$ cat src/rtl/uart_transmitter.sv
// UART transmitter: one-word holding buffer in front of a shift register,
// with the frame configuration latched at each frame load, and line-break generation.
//
// state  | meaning
// IDLE   | line high; waiting for a queued word or a break request
// START  | start bit, line low
// DATA   | data bits, LSB first
// PARITY | optional parity bit
// STOP   | one or two stop bits, line high
// BREAK  | line held low while sendBreak is asserted
module uart_transmitter (
    input  logic        clk,
    input  logic        rst,
    input  logic [7:0]  dataIn,
    input  logic        sendReq,
    output logic        ready,
    output logic        busy,
    output logic        frameDone,
    input  logic [1:0]  dataBits,
    input  logic        hasParity,
    input  logic [1:0]  parityMode,
    input  logic        extraStopBit,
    input  logic [23:0] clockDivisor,
    input  logic        sendBreak,
    output logic        tx
);

    typedef enum logic [2:0] {
        IDLE,
        START,
        DATA,
        PARITY,
        STOP,
        BREAK
    } txState;

    txState      state;
    txState      stateNext;

    logic [7:0]  bufData;
    logic        bufFull;
    logic [7:0]  shiftReg;
    logic [2:0]  bitCnt;
    logic [23:0] divCnt;

    logic [1:0]  frmBits;
    logic        frmParity;
    logic [1:0]  frmParityMode;
    logic        frmStop2;
    logic [23:0] frmDiv;
    logic        parityBit;

    logic        txReg;
    logic        txNext;
    logic        frameDoneReg;

    logic        load;
    logic        frameEnd;
    logic        accept;
    logic        inFrame;
    logic        bitEnd;
    logic        lastData;
    logic        lastStop;
    logic [23:0] divReload;
    logic [23:0] loadDiv;
    logic [7:0]  dataMask;
    logic        wordParity;
    logic        parityCalc;

    assign inFrame   = (state == START) || (state == DATA) ||
                       (state == PARITY) || (state == STOP);
    assign bitEnd    = (divCnt == 24'd0);
    assign lastData  = (bitCnt == {1'b1, frmBits});
    assign lastStop  = (bitCnt == {2'b00, frmStop2});
    assign divReload = (frmDiv > 24'd1) ? frmDiv - 24'd1 : 24'd0;
    assign loadDiv   = (clockDivisor > 24'd1) ? clockDivisor - 24'd1 : 24'd0;

    // Parity is resolved at load time, so only the resulting bit is carried through the frame.
    assign dataMask   = 8'hFF >> (2'd3 - dataBits);
    assign wordParity = ^(bufData & dataMask);

    always_comb begin
        parityCalc = 1'b0;
        case (parityMode)
            2'd0:    parityCalc = wordParity;
            2'd1:    parityCalc = ~wordParity;
            2'd2:    parityCalc = 1'b1;
            default: parityCalc = 1'b0;
        endcase
    end

    // A load frees the buffer in the same cycle, so a new request can be taken alongside it.
    assign ready  = !bufFull || load;
    assign accept = sendReq && ready;
    assign busy   = (state != IDLE);
    assign tx        = txReg;
    assign frameDone = frameDoneReg;

    always_comb begin
        stateNext = state;
        load      = 1'b0;
        frameEnd  = 1'b0;
        case (state)
            IDLE: begin
                if (sendBreak) begin
                    stateNext = BREAK;
                end else if (bufFull) begin
                    load      = 1'b1;
                    stateNext = START;
                end
            end
            START: begin
                if (bitEnd) stateNext = DATA;
            end
            DATA: begin
                if (bitEnd && lastData) stateNext = frmParity ? PARITY : STOP;
            end
            PARITY: begin
                if (bitEnd) stateNext = STOP;
            end
            STOP: begin
                if (bitEnd && lastStop) begin
                    frameEnd = 1'b1;
                    if (bufFull && !sendBreak) begin
                        load      = 1'b1;
                        stateNext = START;
                    end else begin
                        stateNext = IDLE;
                    end
                end
            end
            BREAK: begin
                if (!sendBreak) stateNext = IDLE;
            end
            default: stateNext = IDLE;
        endcase
    end

    // tx is registered from the next state so the line never glitches.
    always_comb begin
        txNext = 1'b1;
        case (stateNext)
            START:   txNext = 1'b0;
            DATA:    txNext = ((state == DATA) && bitEnd) ? shiftReg[1] : shiftReg[0];
            PARITY:  txNext = parityBit;
            BREAK:   txNext = 1'b0;
            default: txNext = 1'b1;
        endcase
    end

    always_ff @(posedge clk or posedge rst) begin
        if (rst) begin
            state <= IDLE;
        end else begin
            state <= stateNext;
        end
    end

    always_ff @(posedge clk or posedge rst) begin
        if (rst) begin
            txReg         <= 1'b1;
            frameDoneReg  <= 1'b0;
            bufData       <= 8'd0;
            bufFull       <= 1'b0;
            shiftReg      <= 8'd0;
            bitCnt        <= 3'd0;
            divCnt        <= 24'd0;
            frmBits       <= 2'd0;
            frmParity     <= 1'b0;
            frmParityMode <= 2'd0;
            frmStop2      <= 1'b0;
            frmDiv        <= 24'd0;
            parityBit     <= 1'b0;
        end else begin
            txReg        <= txNext;
            frameDoneReg <= frameEnd;

            if (accept) begin
                bufData <= dataIn;
                bufFull <= 1'b1;
            end else if (load) begin
                bufFull <= 1'b0;
            end

            if (load) begin
                shiftReg      <= bufData;
                frmBits       <= dataBits;
                frmParity     <= hasParity;
                frmParityMode <= parityMode;
                frmStop2      <= extraStopBit;
                frmDiv        <= clockDivisor;
                parityBit     <= parityCalc;
                divCnt        <= loadDiv;
                bitCnt        <= 3'd0;
            end else if (inFrame) begin
                if (bitEnd) begin
                    divCnt <= divReload;
                    if (state == DATA) begin
                        if (lastData) begin
                            bitCnt <= 3'd0;
                        end else begin
                            bitCnt   <= bitCnt + 3'd1;
                            shiftReg <= {1'b0, shiftReg[7:1]};
                        end
                    end else if (state == STOP) begin
                        bitCnt <= lastStop ? 3'd0 : bitCnt + 3'd1;
                    end
                end else begin
                    divCnt <= divCnt - 24'd1;
                end
            end
        end
    end

endmodule
$ cat config.mk
export PLATFORM = sky130hd
export DESIGN_NAME = uart_transmitter
export DESIGN_NICKNAME = d
export VERILOG_FILES = /design/src/rtl/uart_transmitter.sv
export SDC_FILE = /design/constraint.sdc
export NUM_CORES = 1
export LEC_CHECK = 0
export ABC_CLOCK_PERIOD_IN_PS = 2600
export BUFFER_PORTS_ARGS = -buffer_cell sky130_fd_sc_hd__buf_2
export CAP_MARGIN = 40
export CORE_MARGIN = 2
export CORE_UTILIZATION = 45
export CTS_CLUSTER_SIZE = 10
export DETAILED_ROUTE_END_ITERATION = 7
export MAX_ROUTING_LAYER = met4
export PLACE_DENSITY = 0.65
export SYNTH_ARGS = -nofsm -noshare
export SYNTH_HDL_FRONTEND = slang
export SYNTH_SLANG_ARGS = --single-unit
export TNS_END_PERCENT = 10
$ cat constraint.sdc
create_clock -name clk -period 2.6 [get_ports clk]
set_input_delay 0.13 -clock clk [delete_from_list [all_inputs] [get_ports clk]]
set_output_delay 0.13 -clock clk [all_outputs]
set_load 0.03 [all_outputs]
* Word level (Yosys, flattened, before mapping)
Cells that the tools add are included.
Storage, ports and cells: latch bits 0, bits in read-only memories 0, memories 0, word-level logic and storage cells 100, input port bits 42, register bits after elaboration 78, RAM bits 0
Cells by class: multiplexer cells 39, reduce and logical (&&, ||, !) cells 24, div/mod/pow operators 0, equality and inequality tests 14, multiply operators 0, shift operators 1, add/subtract/negate cells 5, bitwise logic cells 2, order comparisons 2
Operator list (number):
- 24-bit two-way mux | 5
- 24-bit by 1-bit subtractor with 24-bit output (second input constant) | 3
- 24-bit by 1-bit greater-than comparator with 1-bit output (second input constant) | 2
- 3-bit two-way mux | 15
- 8-bit two-way mux | 5
- 24-bit zero test | 1
- 3-bit one-hot mux with 6 select lines | 1
- 3-bit by 2-bit == test with 1-bit output (second input constant) | 4
- 1-bit two-way mux | 10
- 3-bit == test (second input constant) | 3
- 8-bit bitwise AND | 1
- 2-bit nonzero test | 4
- 8-bit XOR reduction | 1
- 8-bit by 2-bit right shift with 8-bit output (first input constant) | 1
- 3-bit by 1-bit == test with 1-bit output (second input constant) | 2
- 1-bit one-hot mux with 3 select lines | 2
- 3-bit nonzero test | 2
- 1-bit logical AND | 5
- 1-bit logical OR | 4
- 4-bit AND reduction | 1
- 3-bit by 1-bit adder with 3-bit output (second input constant) | 1
- 3-bit by 1-bit == test with 1-bit output | 1
- 3-bit == test | 1
- 3-bit zero test | 1
- other kinds (10) | 11

* Depth between registers and ports, before layout
Gate-level depths: netlist of the first run.
depth after elaboration 8, depth in mapped cells 10, mapped depth without buffers 8

* Least setup slack after synthesis of the first run
OpenSTA, ideal clock, no wires.
path kind reg2reg, start reg frmDiv[0], end reg divCnt[22], setup time 0.124 ns, arrival time 2.390 ns, buffers on the path 1, setup slack 0.086 ns, required time 2.476 ns, cell stages (with the launch flop) 10, cells stage by stage dfrtp_1 > inv_1 > ha_1 > or4b_2 > clkbuf_1 > nor3_1 > nor4bb_1 > xor2_1 > and3_1 > a211o_1
On the way: longest elaborated chain between the ends 5, elaborated cells on any way between the ends 6
RTL lines:
- start: declaration | line 50 | logic [23:0] frmDiv;
- start signal: assignment | line 191 | frmDiv <= clockDivisor;
- 24-bit by 1-bit subtractor with 24-bit output / 24-bit by 1-bit greater-than comparator with 1-bit output (equally long branches) | line 75 | assign divReload = (frmDiv > 24'd1) ? frmDiv - 24'd1 : 24'd0;
- 24-bit two-way mux (*) | line 75
- 24-bit two-way mux (*) | line 196 | if (bitEnd) begin
- 24-bit two-way mux (*) | line 195 | end else if (inFrame) begin
- 24-bit two-way mux (*) | line 185 | if (load) begin
- end signal: assignment | line 193 | divCnt <= loadDiv;
- end signal: assignment | line 197 | divCnt <= divReload;
- end signal: assignment | line 209 | divCnt <= divCnt - 24'd1;
- end: declaration | line 44 | logic [23:0] divCnt;
Mark *: on every way between the ends. The rest lies on a longest branch, timed or not. The select of a mux whose other input is x is not followed. A chain may end at the register's enable or synchronous reset.

* Final worst setup path of the first run
start reg frmDiv[6], end reg divCnt[21]
The elaborated chain is that of the path after synthesis.

==> out/results.ini, run 1 <==
[clock_tree]
numCtsBuffers = 9
clock_path_buffers = 2
post_cts_buffers = 0
clk_latency_ns = 0.34
cts_max_level = 3
cts_sinks = 78
cts_tree = done
path_clk_slew_ns = 0.06
cts_root_buf = clkbuf_16

[routing]
routed_wl_um = 14500
antenna_left = 0
vias = 4746
drt_iter0_markers = 354
first_pass_iters = 7
routedWlPerCell_um = 18.4
drc = 0
routed_via_density = 5.99

[die]
initial_core_util_pct = 45.6
ios = 46
dieWidth_um = 111
rows = 39
dieArea_um2 = 12300
die_y_um = 111
core_um2 = 11300

[power]
p_clk_share_pct = 19.3
p_per_area_nw_per_um2 = 1140
vdd_drop_max_v = 0.000578
seqPwrFrac_pct = 35.3
p_switching_mw = 2.89
p_leak_nw = 2.57
switching_share_pct = 40.8
comb_power_share_pct = 45.4
power_mw = 7.07
p_int_mw = 4.18

[worst_setup_path]
r2r_slack_ns = 0.06
critical_path_required_ns = 2.81
critPathArrivalTime_ns = 2.75
r2r_end = divCnt[21]
start_kind = register
end_kind = register
rr_worst_depth = 7
criticalPathCategory = register to register
path_max_fanout = 11
timing.rr.start = frmDiv[6]

[timing]
period_needed_ns = 2.54
min_period_over_period_pct = 97.7
tightestPinTransition_ns = 0.600
hold_viol = 0
setup_viol = 0
fin_skew_ns = 0.00833
rsz0062_at_grt = yes
relSlewSlack_pct = 59.6
slew_violations = 0
fin_ws_ns = 0.0600
max_freq_mhz = 394

[synthesis]
async_flop_share_pct = 100
synth_area_leader_cell = dfrtp_1
synth.net_count = 613
syn_area_per_cell_um2 = 9.13
synth-seq-cells = 78
synth_top_cells_by_area = dfrtp_1 37%, mux2_2 7.6%, xnor2_1 5.3%
synth_common_cells = 77 x dfrtp_1, 46 x nor2_1, 42 x nand2_1, 35 x mux2_2
syn_area_um2 = 5160
netlist_instances = 565
ys_seq_area_share_pct = 37.9
synth_edf_count = 0
synth_ff_type = dfrtp_1
synth_warnings = 0
yosysTopAreaCellShare_pct = 37.4
synth.most_common_cell = dfrtp_1
ys_types = 71

[placed_design]
dp_hpwl_um = 10700
io_buffers = 45
dp_slack_ns = 0.0617
globalplace.congestion = 1.03

[worst_hold_path]
hp-start = dataIn[6]
hold_path_end = bufData[6]
hp-class = input pin to register
holdPathStages = 2

[run_status]
status = completed

[final_layout]
diodes = 0
nFillCells = 1031
fin_nets = 693
syn2layout_area_growth_pct = 20.6
drive_gt1_share_pct = 25.1

[global_routing]
grt_pass1_wl_um = 23500
antenna_found_initial = 0
grt_usage_pct = 24.5
grt_pass1_vias = 4478
grt_start_max_net_pins = 79
grt_overflow_total = 0

[job]
drv_cap = 0

sequential cells by signal (all words and copies together) (netlist names):
name,cells
shiftReg,8
parityBit,1
frmStop2,1
frmBits,2
bitCnt,3
state,3
frmParity,1
bufFull,1
bufData,8
divCnt,24
frameDone,1
tx,1
frmDiv,24
area by class of cell:
cell class                      instances  area [um2]  area share [%]
Clock buffer                           10         229            3.68
Clock inverter                          5        83.8            1.35
Inverter                               15        57.6           0.925
Multi-Input combinational cell        447        3080            49.6
Sequential cell                        78        1950            31.4
Tap cell                              143         179            2.88
Timing Repair Buffer                   94         636            10.2
per-layer routing:
layer / GRT usage, % / share of wire [%]
met5: - / 0
met4: 8.07 / 2.1
met3: 4.37 / 7.5
met2: 35.6 / 44
met1: 35.0 / 47
power groups by stage:
stage	Combinational [mW]	Sequential, mW	Clock, mW
6_report	3.21	2.50	1.36
2_1_floorplan	2.29	2.30	0
3_3_place_gp	3.09	2.46	0
3_5_place_dp	3.16	2.49	0
5_1_grt	3.52	2.58	1.44
4_1_cts	3.18	2.47	1.38
layout by cell type (no fill, tap or decap), types with 23 or more instances in the layout:
cell and count:
xor2_1 26, nand2_1 42, a21oi_1 24, buf_2 45, o21ai_0 32, nor4_1 23
xnor2_1 31, buf_4 44, nor3_1 31, mux2_2 35, dfrtp_1 77, nor2_1 46
metrics by stage:
| step | cell area [um2] | utilization (%) | hold WS, ns | instances | TNS (ns) |
|---|---|---|---|---|---|
| final | 6220 | 55.0 | 0.0153 | 792 | 0 |
| after global routing | 6220 | 55.0 | 0.0144 | 792 | -0.0157 |
| after detailed placement | 5860 | 51.7 | 0.261 | 775 | 0 |
| after global placement | 5860 | 51.7 | 0.249 | 775 | 0 |
| after CTS | 6190 | 54.7 | 0.00798 | 792 | 0 |
| after floorplan | 5160 | - | 0.238 | 565 | 0 |
logic make-up (layout without fill, tap and decap cells):
kind of cell | count (synthesis) | in the layout | synth area share, %
flops | 78 | 78 | 37.9
xor+xnor | 58 | 58 | 10.1
fa+ha+maj | 6 | 6 | 1.46
mux | 43 | 43 | 9.19
buf+inv | 40 | 124 | 3.23
compound gates | 122 | 122 | 15.4
simple gates | 218 | 218 | 22.8
worst max-delay path: stages (launching register included):
cell,delay [ns]
dfrtp_1,0.43
or4_4,0.58
or2_2,0.38
o31ai_4,0.34
nor3_1,0.08
buf_4,0.20
a32oi_1,0.28
nand3_1,0.12
worst max path at each step:
stage	startpoint	to	slack [ns]	depth (start not counted)
detailed placement	frmDiv[0]	divCnt[22]	0.06	8
global route	frmDiv[0]	divCnt[12]	-0.02	8
global placement	frmDiv[8]	divCnt[21]	0.13	7
CTS	frmDiv[0]	divCnt[16]	0.04	8
finish	frmDiv[6]	divCnt[21]	0.06	7
floorplan	frmDiv[0]	divCnt[22]	0.09	9
repair_timing:
action | CTS | global route
hold buffers | 2 | 0
resized for setup | 0 | 5
endpoints found under the hold margin | 78 | 0
setup endpoints to repair | 0 | 5
No activity file was read; power rests on OpenSTA's default activity.
==> run 2, diff against run 1 <==
- BUFFER_PORTS_ARGS: -buffer_cell sky130_fd_sc_hd__buf_2 -> default
- DONT_BUFFER_PORTS: default -> 1
- PLACE_DENSITY: 0.65 -> default
- REMOVE_ABC_BUFFERS: default -> 1
==> run 2 against run 1 <==
Net effect:
- non-clock buffer count fell by 15
- largest power group unchanged
- hold slack got worse by 0.0054 ns
- combinational power rose by 2%
- critical endpoint unchanged
- critical path type unchanged
- largest cell class unchanged
- wire length rose by 5.5%
- count of clock-buffer cells in the layout did not move
- utilization rose by 0.86 points
- die area did not move
==> out/results.ini, run 2 (synthesized netlist as in run 1, its figures left out) <==
[die]
dieArea_um2 = 12300
initial_core_util_pct = 45.6
dieWidth_um = 111
rows = 39
ios = 46
core_um2 = 11300
die_y_um = 111

[clock_tree]
clock_path_buffers = 2
cts_max_level = 3
numCtsBuffers = 9
cts_sinks = 78
cts_tree = done
clk_latency_ns = 0.34
cts_root_buf = clkbuf_16
path_clk_slew_ns = 0.07

[global_routing]
grt_usage_pct = 26.2
grt_start_max_net_pins = 32
grt_pass1_wl_um = 24700
grt_pass1_vias = 4590
grt_overflow_total = 0
antenna_found_initial = 0

[timing]
max_freq_mhz = 390
hold_viol = 0
period_needed_ns = 2.56
min_period_over_period_pct = 98.5
setup_viol = 0
slew_violations = 0
tightestPinTransition_ns = 0.527
relSlewSlack_pct = 64.7
fin_skew_ns = 0.0101
rsz0062_at_grt = yes
fin_tns_setup_ns = 0

[routing]
drt_iter0_markers = 397
routed_wl_um = 15400
routedWlPerCell_um = 19.7
first_pass_iters = 7
drc = 0
routed_via_density = 6.09
vias = 4741
antenna_left = 0

[placed_design]
globalplace.congestion = 1.01
dp_hpwl_um = 11000
io_buffers = 0

[worst_setup_path]
start_kind = register
critPathBufInv = 1
end_kind = register
r2r_end = divCnt[21]
criticalPathCategory = register to register
timing.rr.start = frmDiv[6]
path_max_fanout = 10
rr_worst_depth = 7
slowest_stage = or4_4
max_stage_delay_ns = 0.57
worstPathCellList = or4_4 -> or2_2 -> o31ai_4 -> nor3_1 -> buf_4 -> a32oi_1 -> nand3_1
cp_top_family = simple AND/OR/NAND/NOR gates
r2r_slack_ns = 0.04
critical_path_required_ns = 2.82
critPathArrivalTime_ns = 2.78

[worst_hold_path]
hp-start = clockDivisor[1]
hp-class = input pin to register
holdPathStages = 2
hold_path_end = frmDiv[1]

[final_layout]
fin_nets = 678
finalCoreUtilization_pct = 55.8
drive_gt1_share_pct = 18.3
diodes = 0
mostFrequentLayoutCells = 77 x dfrtp_1, 46 x nor2_1, 41 x nand2_1, 39 x buf_4, 36 x dlygate4sd3_1
final_common_cell = dfrtp_1
nFillCells = 983
top_regs = divCnt (24), frmDiv (24)
syn2layout_area_growth_pct = 22.5

[power]
vdd_drop_max_v = 0.000597
p_leak_nw = 2.54
power_mw = 7.10
p_per_area_nw_per_um2 = 1120

[job]
drv_cap = 0

[run_status]
status = completed

## run 2: cell types whose count changed in the layout (fill, tap and decap cells not counted), sizes merged
cell	previous run	this run
dlygate4sd3	2	36
clkinv	1	4
clkinvlp	2	1
buf	92	43
inv	15	14
## run 2: layout make-up
class | count | area [um2] | share of cell area, %
inverters | 15 | 57.6 | 0.911
multi-input cells | 447 | 3090 | 48.9
well taps | 143 | 179 | 2.83
repair buffers | 79 | 724 | 11.5
clock buffers | 10 | 229 | 3.62
flip-flops and latches | 78 | 1950 | 30.9
clock inverters | 6 | 86.3 | 1.37
## run 2: metal layers
layer / routed length, um / vias to the layer above / track usage (%)
met3: 1120 / 21 / 6.40
met4: 221 / 0 / 6.26
met2: 7060 / 215 / 38.6
li1: - / 2207 / -
met5: 0 / - / -
met1: 6950 / 2298 / 36.7
## run 2: worst max-delay path by stage
stage	startpoint	to	slack, ns	depth (start not counted)
global route	frmDiv[6]	divCnt[15]	-0.03	7
global placement	frmDiv[0]	divCnt[22]	0.001	8
detailed placement	frmDiv[0]	divCnt[22]	-0.01	8
finish	frmDiv[6]	divCnt[21]	0.04	7
floorplan	divCnt[0]	bufData[0]	-2.70	8
CTS	frmDiv[6]	divCnt[21]	0.04	7
## run 2: repair_timing
| item | in CTS | in global routing |
|---|---|---|
| endpoints found under the hold margin | 58 | 0 |
| pin swaps | 0 | 2 |
| hold buffers | 36 | 0 |
| setup endpoints to repair | 1 | 27 |
| setup buffers | 0 | 0 |
| gates resized for setup | 1 | 6 |
| gates cloned | 0 | 0 |
## run 2: through the flow
stage / hold WS (ns) / area (um2) / setup slack (ns) / cells
2_1_floorplan: 0.238 / 5050 / -2.70 / 540
3_3_place_gp: 0.0383 / 5610 / 0.00137 / 726
3_5_place_dp: 0.0406 / 5610 / -0.0118 / 726
4_1_cts: 0.0160 / 6290 / 0.0366 / 778
5_1_grt: 0.0319 / 6320 / -0.0269 / 778
6_report: 0.00991 / 6320 / 0.0379 / 778
## run 2: power breakdown
group	leakage (nW)	internal (mW)	switching [mW]	total, mW
sequential	0.925	1.81	0.657	2.47
combinational	1.46	1.54	1.72	3.26
clock	0.152	0.840	0.532	1.37
total	2.54	4.19	2.91	7.10
